[config.mk]
export PLATFORM = sky130hd
export DESIGN_NAME = key_detect
export DESIGN_NICKNAME = d
export VERILOG_FILES = /design/src/rtl/key_detect_pkg.sv /design/src/rtl/key_debounce_ch.sv /design/src/rtl/key_detect.sv
export SDC_FILE = /design/constraint.sdc
export NUM_CORES = 1
export LEC_CHECK = 0
export BUFFER_PORTS_ARGS = -buffer_cell sky130_fd_sc_hd__clkbuf_2
export CORE_ASPECT_RATIO = 0.7
export CORE_UTILIZATION = 61
export DETAILED_ROUTE_END_ITERATION = 8
export GPL_TIMING_DRIVEN = 1
export PLACE_DENSITY = 0.82
export SLEW_MARGIN = 20
export SYNTH_ARGS = -nofsm -noshare
export SYNTH_HDL_FRONTEND = slang
export SYNTH_HIERARCHICAL = 1
export SYNTH_SLANG_ARGS = --single-unit
[constraint.sdc]
create_clock -name Sys_CLK -period 2.2 [get_ports Sys_CLK]
set_input_delay 0.66 -clock Sys_CLK [delete_from_list [all_inputs] [get_ports Sys_CLK]]
set_output_delay 0.66 -clock Sys_CLK [all_outputs]
set_load 0.01 [all_outputs]
[src/rtl/key_detect_pkg.sv]
// -----------------------------------------------------------------------------
// key_detect_pkg
//   Shared constants and helpers for the push-button debounce block.
//
//   Contents:
//     NUM_KEYS        number of independent key channels
//     LEVEL_RELEASED  normalised key level when the button is up
//     LEVEL_PRESSED   normalised key level when the button is down
//     ms_to_cycles()  converts a millisecond interval to clock cycles
//
//   Optional feature macro used by the importing files: KEY_REPEAT_EN
// -----------------------------------------------------------------------------
package key_detect_pkg;

    localparam int NUM_KEYS = 2;

    // Levels after active-low/active-high normalisation: 1 always means "down".
    localparam logic LEVEL_RELEASED = 1'b0;
    localparam logic LEVEL_PRESSED  = 1'b1;

    // Divide first so a 50 MHz clock with a few hundred ms still fits in 32 bits.
    function automatic int ms_to_cycles(input int clk_hz, input int ms);
        return (clk_hz / 1000) * ms;
    endfunction

endpackage : key_detect_pkg

[src/rtl/key_debounce_ch.sv]
// -----------------------------------------------------------------------------
// key_debounce_ch
//   One push-button channel: two-flop synchroniser, level debounce, and a
//   registered single-cycle pulse on every accepted press.
//
//   Ports:
//     Sys_CLK    in   system clock, rising edge
//     Sys_RST    in   asynchronous active-high reset
//     key_pin    in   raw asynchronous key pin
//     key_pulse  out  registered pulse, one cycle per accepted press
//
//   Optional feature (macro KEY_REPEAT_EN): while the debounced key stays
//   down, extra pulses fire REPEAT_DELAY_MS after the press pulse and then
//   every REPEAT_RATE_MS. Without the macro the repeat logic is absent.
// -----------------------------------------------------------------------------
module key_debounce_ch
    import key_detect_pkg::*;
#(
    parameter int CLK_FREQ_HZ     = 50000000,
    parameter int DEBOUNCE_MS     = 20,
    parameter int KEY_ACTIVE_LOW  = 1,
    parameter int REPEAT_DELAY_MS = 500,
    parameter int REPEAT_RATE_MS  = 100
) (
    input  logic Sys_CLK,
    input  logic Sys_RST,
    input  logic key_pin,
    output logic key_pulse
);

    localparam int DEBOUNCE_CYCLES = ms_to_cycles(CLK_FREQ_HZ, DEBOUNCE_MS);
    // Width guard keeps the declarations legal long enough for the check below
    // to report a bad configuration instead of a zero-width vector error.
    localparam int CNT_W = (DEBOUNCE_CYCLES < 1) ? 1 : $clog2(DEBOUNCE_CYCLES + 1);
    localparam logic [CNT_W-1:0] CNT_LAST = CNT_W'(DEBOUNCE_CYCLES - 1);

    // Raw pin level while the button is up; synchroniser resets to this so a
    // reset never looks like a press by itself.
    localparam logic PIN_RELEASED = (KEY_ACTIVE_LOW != 0) ? 1'b1 : 1'b0;

    if (DEBOUNCE_CYCLES < 1) begin : g_bad_debounce
        $error("key_debounce_ch: DEBOUNCE_CYCLES must be at least 1");
    end

    if (REPEAT_DELAY_MS < 0 || REPEAT_RATE_MS < 0) begin : g_bad_repeat_param
        $error("key_debounce_ch: repeat intervals must not be negative");
    end

    // -------------------------------------------------------------------------
    // Two-flop synchroniser on the raw pin
    // -------------------------------------------------------------------------
    logic sync1_reg;
    logic sync2_reg;

    always_ff @(posedge Sys_CLK or posedge Sys_RST) begin
        if (Sys_RST) begin
            sync1_reg <= PIN_RELEASED;
            sync2_reg <= PIN_RELEASED;
        end else begin
            sync1_reg <= key_pin;
            sync2_reg <= sync1_reg;
        end
    end

    logic pressed;
    assign pressed = (KEY_ACTIVE_LOW != 0) ? ~sync2_reg : sync2_reg;

    // -------------------------------------------------------------------------
    // Debounce: the level must disagree with the accepted state for
    // DEBOUNCE_CYCLES consecutive cycles before it is taken over. Any cycle of
    // agreement restarts the count, so the counter can never wrap.
    // -------------------------------------------------------------------------
    logic [CNT_W-1:0] cnt_reg;
    logic [CNT_W-1:0] cnt_next;
    logic             state_reg;
    logic             state_next;

    always_comb begin
        cnt_next   = cnt_reg;
        state_next = state_reg;
        if (pressed == state_reg) begin
            cnt_next = '0;
        end else if (cnt_reg == CNT_LAST) begin
            state_next = pressed;
            cnt_next   = '0;
        end else begin
            cnt_next = cnt_reg + 1'b1;
        end
    end

    always_ff @(posedge Sys_CLK or posedge Sys_RST) begin
        if (Sys_RST) begin
            cnt_reg   <= '0;
            state_reg <= LEVEL_RELEASED;
        end else begin
            cnt_reg   <= cnt_next;
            state_reg <= state_next;
        end
    end

    // Previous debounced state, used to find the released->pressed edge.
    logic state_prev_reg;

    always_ff @(posedge Sys_CLK or posedge Sys_RST) begin
        if (Sys_RST) begin
            state_prev_reg <= LEVEL_RELEASED;
        end else begin
            state_prev_reg <= state_reg;
        end
    end

    logic press_edge;
    assign press_edge = (state_reg == LEVEL_PRESSED) && (state_prev_reg == LEVEL_RELEASED);

    // -------------------------------------------------------------------------
    // Auto-repeat
    // -------------------------------------------------------------------------
    logic repeat_fire;

`ifdef KEY_REPEAT_EN
    localparam int REPEAT_DELAY_CYCLES = ms_to_cycles(CLK_FREQ_HZ, REPEAT_DELAY_MS);
    localparam int REPEAT_RATE_CYCLES  = ms_to_cycles(CLK_FREQ_HZ, REPEAT_RATE_MS);
    localparam int HOLD_MAX = (REPEAT_DELAY_CYCLES > REPEAT_RATE_CYCLES) ?
                              REPEAT_DELAY_CYCLES : REPEAT_RATE_CYCLES;
    localparam int HOLD_W   = (HOLD_MAX < 1) ? 1 : $clog2(HOLD_MAX + 1);
    localparam logic [HOLD_W-1:0] DELAY_LAST = HOLD_W'(REPEAT_DELAY_CYCLES - 1);
    localparam logic [HOLD_W-1:0] RATE_LAST  = HOLD_W'(REPEAT_RATE_CYCLES - 1);

    if (REPEAT_DELAY_CYCLES < 1 || REPEAT_RATE_CYCLES < 1) begin : g_bad_repeat
        $error("key_debounce_ch: repeat intervals must be at least 1 cycle");
    end

    logic [HOLD_W-1:0] hold_cnt_reg;
    logic [HOLD_W-1:0] hold_cnt_next;
    // Set once the first (longer) delay has elapsed; later intervals use the rate.
    logic              in_rate_reg;
    logic              in_rate_next;
    logic              held;

    // Counting starts the cycle after the press pulse, so the first repeat
    // lands exactly REPEAT_DELAY_CYCLES after it.
    assign held = (state_reg == LEVEL_PRESSED) && (state_prev_reg == LEVEL_PRESSED);

    always_comb begin
        hold_cnt_next = hold_cnt_reg;
        in_rate_next  = in_rate_reg;
        repeat_fire   = 1'b0;
        if (!held) begin
            hold_cnt_next = '0;
            in_rate_next  = 1'b0;
        end else if (hold_cnt_reg == (in_rate_reg ? RATE_LAST : DELAY_LAST)) begin
            repeat_fire   = 1'b1;
            hold_cnt_next = '0;
            in_rate_next  = 1'b1;
        end else begin
            hold_cnt_next = hold_cnt_reg + 1'b1;
        end
    end

    always_ff @(posedge Sys_CLK or posedge Sys_RST) begin
        if (Sys_RST) begin
            hold_cnt_reg <= '0;
            in_rate_reg  <= 1'b0;
        end else begin
            hold_cnt_reg <= hold_cnt_next;
            in_rate_reg  <= in_rate_next;
        end
    end
`else
    assign repeat_fire = 1'b0;
`endif

    // -------------------------------------------------------------------------
    // Registered output pulse
    // -------------------------------------------------------------------------
    logic pulse_reg;

    always_ff @(posedge Sys_CLK or posedge Sys_RST) begin
        if (Sys_RST) begin
            pulse_reg <= 1'b0;
        end else begin
            pulse_reg <= press_edge | repeat_fire;
        end
    end

    assign key_pulse = pulse_reg;

endmodule : key_debounce_ch

[src/rtl/key_detect.sv]
// -----------------------------------------------------------------------------
// key_detect
//   Debounces the board push-buttons and emits one clean single-cycle pulse
//   per accepted press on each key. Channels are fully independent.
//
//   Ports:
//     Sys_CLK  in   [1]         system clock, rising edge
//     Sys_RST  in   [1]         asynchronous active-high reset
//     Key_In   in   [NUM_KEYS]  raw asynchronous key pins, bit i = key i
//     Key_Out  out  [NUM_KEYS]  registered press pulses, bit i = key i
//
//   Latency: a pin change first sampled at edge t shows as a pulse after
//   edge t+2+DEBOUNCE_CYCLES.
//
//   Optional feature macro: KEY_REPEAT_EN (hold-to-repeat pulses).
// -----------------------------------------------------------------------------
module key_detect
    import key_detect_pkg::*;
#(
    parameter int CLK_FREQ_HZ     = 50000000,
    parameter int DEBOUNCE_MS     = 20,
    parameter int KEY_ACTIVE_LOW  = 1,
    parameter int REPEAT_DELAY_MS = 500,
    parameter int REPEAT_RATE_MS  = 100
) (
    input  logic                Sys_CLK,
    input  logic                Sys_RST,
    input  logic [NUM_KEYS-1:0] Key_In,
    output logic [NUM_KEYS-1:0] Key_Out
);

    for (genvar gi = 0; gi < NUM_KEYS; gi++) begin : g_key
        key_debounce_ch #(
            .CLK_FREQ_HZ     (CLK_FREQ_HZ),
            .DEBOUNCE_MS     (DEBOUNCE_MS),
            .KEY_ACTIVE_LOW  (KEY_ACTIVE_LOW),
            .REPEAT_DELAY_MS (REPEAT_DELAY_MS),
            .REPEAT_RATE_MS  (REPEAT_RATE_MS)
        ) u_ch (
            .Sys_CLK   (Sys_CLK),
            .Sys_RST   (Sys_RST),
            .key_pin   (Key_In[gi]),
            .key_pulse (Key_Out[gi])
        );
    end

endmodule : key_detect

; ---- Word level (Yosys, flattened, before mapping)
; Index checks and enable logic that the tools add are counted.
; W data, S select, Z words.
[op_classes]
n_addsub = 2
muxes = 4
eq_ne = 4
n_reduce_logical = 4
bitwise_logic = 6
[ops]
columns = cell, count
row1 = $mux W20, 4
row2 = $add A20 B1 Y20 const B, 2
row3 = $eq A20 B20 Y1 const B, 2
row4 = $not A1 Y1, 6
row5 = $reduce_and A2 Y1, 2
row6 = $eq A1 B1 Y1, 2
row7 = $logic_and A1 B1 Y1, 2
[totals]
inputBits = 4
wordCells = 32
out_inout_bits = 2
ff_bits = 50

; ---- Longest topological paths before layout
[depth]
word_depth = 4
ltp_mapped = 5

; ---- Modules after synthesis
; The synthesis kept the hierarchy.
[by_module_without_submodules]
columns = mod, cells_per_inst, seq_area_each_um2, area_each_um2, n_inst
row1 = key_debounce_ch, 113, 628.1, 1207.4, 2

; ---- Worst setup path after synthesis
; No wires, ideal clock.
[synth_timing]
path_type = register to register
startpoint = register g_key[0].u_ch.cnt_reg[0]
endpoint = register g_key[0].u_ch.cnt_reg[18]
stages_incl_launch_ff = 6
path_slack_ns = 0.558
path_buffers = 0
required_ns = 2.059
t_arrival_ns = 1.502
setup_ns = 0.141
path_cell_list = dfrtp_1 > ha_1 > nand4_1 > nor4_1 > mux2i_1 > nor3_1
[synth_between]
elab_chain_cells = 3
[synth_lines]
columns = element, line
row1 = from (decl), key_debounce_ch.sv:73  ; logic [CNT_W-1:0] cnt_reg;
row2 = from (signal assigned), key_debounce_ch.sv:96  ; cnt_reg <= cnt_next;
row3 = $add A20 B1 Y20 or $eq A20 B20 Y1 (tied branches), "key_debounce_ch.sv:87, key_debounce_ch.sv:83"
row4 = $mux W20 *, key_debounce_ch.sv:83  ; end else if (cnt_reg == CNT_LAST) begin
row5 = $mux W20 *, key_debounce_ch.sv:81  ; if (pressed == state_reg) begin
row6 = named net g_key[0].u_ch.cnt_next[18], key_debounce_ch.sv:74  ; logic [CNT_W-1:0] cnt_next;
; The timed path passes the listed nets; every way through them passes the cells marked *.
; A chain may end at the register's enable or synchronous reset.

; ---- Worst setup path in the final report
; Ends and elaborated chain as after synthesis.

==> results.md <==
* CTS H-tree lvls at 2
* Synthesis-stage register bit count at 50
* Synthesized area at 2410 um^2
* FILL cells at 267
* Hold Crit Depth at 0
* Root Buffer: clkbuf_8
* Crit. Startpoint: g_key[0].u_ch/cnt_reg[0]
* Clock-pin slew on the worst setup and hold paths at 90 ps
* Final Critical Period at 1920 ps
* Syn nets at 232
* Reg-to-reg slack, setup at 280 ps
* Area grow syn2layout at 10.2%
* Worst min path class: flop to flop
* Reg-to-reg endpoint: g_key[0].u_ch/cnt_reg[18]
* Core Box Area at 3650 um^2
* Wire per inst at 15.7 um
* Worst Path Buf+Inv at 0
* RSZ-0062 raised after global routing: no
* Most frequent cells in the layout: dfrtp_1, nor2_1, nand2_1, xnor2_1
* Reg2reg path depth at 5
* GRT Overall Usage at 24.3%
* Initial DRC Count at 130
* PortBufs at 5
* WP data arrival at 2080 ps
* Total Routed Length at 4.60 mm
* ANT nets after route at 0
* Max_cap viols at 0
* Slew Viols, Final at 0
* Syn avg cell area at 10.7 um^2
* CTS tree: built
* Post-layout util at 72.9%
* Vias in the first global route at 1568
* Pwr/cell area at 667 nW/um^2
* Yosys top cell area share at 47.7%
* CTS Sinks at 50
* Levels on crit path at 5
* Slew margin rel. at 62.8%
* Die area at 4220 um^2
* Sequential share of the synthesized area at 52.0%
* CP cell instances: ha_1, nand4_1, nor4_1, mux2i_1, nor3_1
* VDD IR-drop max at 0.457 mV
* Largest area contributor in the netlist: dfrtp_1
* Worst Path Class, Setup: flop to flop
* Max reg flops at 40
* GPL Wtd Cong at 0.854
* Row cnt at 18
* Area occupied by multi-input gates at 1100 um^2
* Cell area after layout at 2660 um^2
* Commonest non-fill, non-tap cell in the layout: dfrtp_1
* Hold Fails Final Rpt at 0
* Antenna violations before repair at 0
* Die Span X at 77.2 um
* Pre-antenna DRT Iters at 4
* Post-CTS setup buffers at 0
* I/O pin cnt at 6
* Hold Startpoint: g_key[1].u_ch/sync1_reg
* Vias at 1775
* Top post-synthesis cells by area: dfrtp_1, xnor2_1, nor2_1
* Startpoint class of the critical path: flop
* Fmax at 521 MHz
* Initial Util at 66.2%
* Max incr delay on CP at 580 ps
* Tightest Pin Transition at 553 ps
* Status: finished clean
* Final setup vio count at 0
* Setup crit end: g_key[0].u_ch/cnt_reg[18]
* Cts hold-fix bufs at 0
* Clk buf depth at 2
* Hpwl dp at 3.20 mm
* Worst R2R Start: g_key[0].u_ch/cnt_reg[0]
* Seq. cell area at 1260 um^2
* Vias per cell at 6.08
* Fin crit share at 87.2%
* Yosys cell types at 28
* Largest net degree at the start of global routing at 26
* Static leakage at 1.19 nW
* Crit end category: flop
* Final #Nets at 247
* Post_cts resized at 0
* WP data required at 2370 ps
* CP delay by family, top: simple AND/OR/NAND/NOR gates
* Layout cell share with drive strength beyond 1 at 14.0%
* Total gr overflow at 0
* First-pass GRT wire length at 7.51 mm
* Cts bufs inserted at 5
* Drt drc at 0
* Slowest stage cell on the critical path: nor4_1
* Clock Skews at 6.04 ps
* Post-DP Area at 2520 um^2
* Ant. Diodes at 0
* Worst-path fanout max at 6
* Clock Latency Late Sink at 300 ps
* Yosys synthesis warning count at 6
* DIE HEIGHT at 54.6 um
* Setup TNS at 0 ps
* Gate Count Post-Synth at 226
[cells by family after synthesis]
family	synth area share [%]
xor gates and xnor gates	10.2
buffers and inverters	2.28
AOI/OAI and AO/OA	6.74
adders and majority gates	1.04
muxes	1.66
and+or+nand+nor	26.1
DFF	52.0
[synth_stat cells, drive strengths merged]
cell type   n
nor4        8
or3         4
or4         4
a21oi       8
mux2i       4
nor4b       2
and3        6
o21ai       4
a21o        2
nand2      16
and4        6
ha          2
buf         4
nor2       34
dfrtp      46
nand3      14
inv         6
nand4b      2
xnor2      16
dfstp       4
nand4      10
xor2       12
o31ai       4
nor3        6
o41ai       2
[metrics by stage]
stage / std cells / worst slack (ps) / hold slack, ps / total power [mW]
2_1_floorplan: 226 / 558 / 345 / 1.01
3_3_place_gp: 284 / 430 / 346 / 1.03
3_5_place_dp: 284 / 343 / 352 / 1.03
4_1_cts: 292 / 315 / 356 / 1.79
5_1_grt: 292 / 115 / 364 / 1.83
6_report: 292 / 281 / 364 / 1.77
[where the power goes]
group | total, mW | switching, mW | internal (mW) | leakage, nW
Sequential | 0.946 | 0.0123 | 0.934 | 0.680
Combinational | 0.0646 | 0.0422 | 0.0223 | 0.438
Clock | 0.762 | 0.307 | 0.455 | 0.0683
[worst min-delay path by stage]
stage and to:
2_1_floorplan g_key[0].u_ch/sync2_reg, 3_3_place_gp g_key[1].u_ch/sync2_reg, 3_5_place_dp g_key[1].u_ch/sync2_reg, 5_1_grt g_key[1].u_ch/sync2_reg
6_report g_key[1].u_ch/sync2_reg, 4_1_cts g_key[1].u_ch/sync2_reg
[layer usage]
layer | wire length, um | global-route usage [%]
met2 | 1940 | 35.1
met1 | 2360 | 36.2
met3 | 234 | 4.83
met5 | 0 | 0
met4 | 68 | 9.75
[layout make-up]
cell class / count / area share (%)
Clock buffer: 5 / 2.59
Clock inverter: 3 / 2.59
Inverter: 6 / 0.847
Multi-Input combinational cell: 166 / 41.5
Sequential cell: 50 / 47.2
Tap cell: 50 / 2.35
Timing Repair Buffer: 12 / 2.92
No activity file was read; power rests on OpenSTA's default activity.
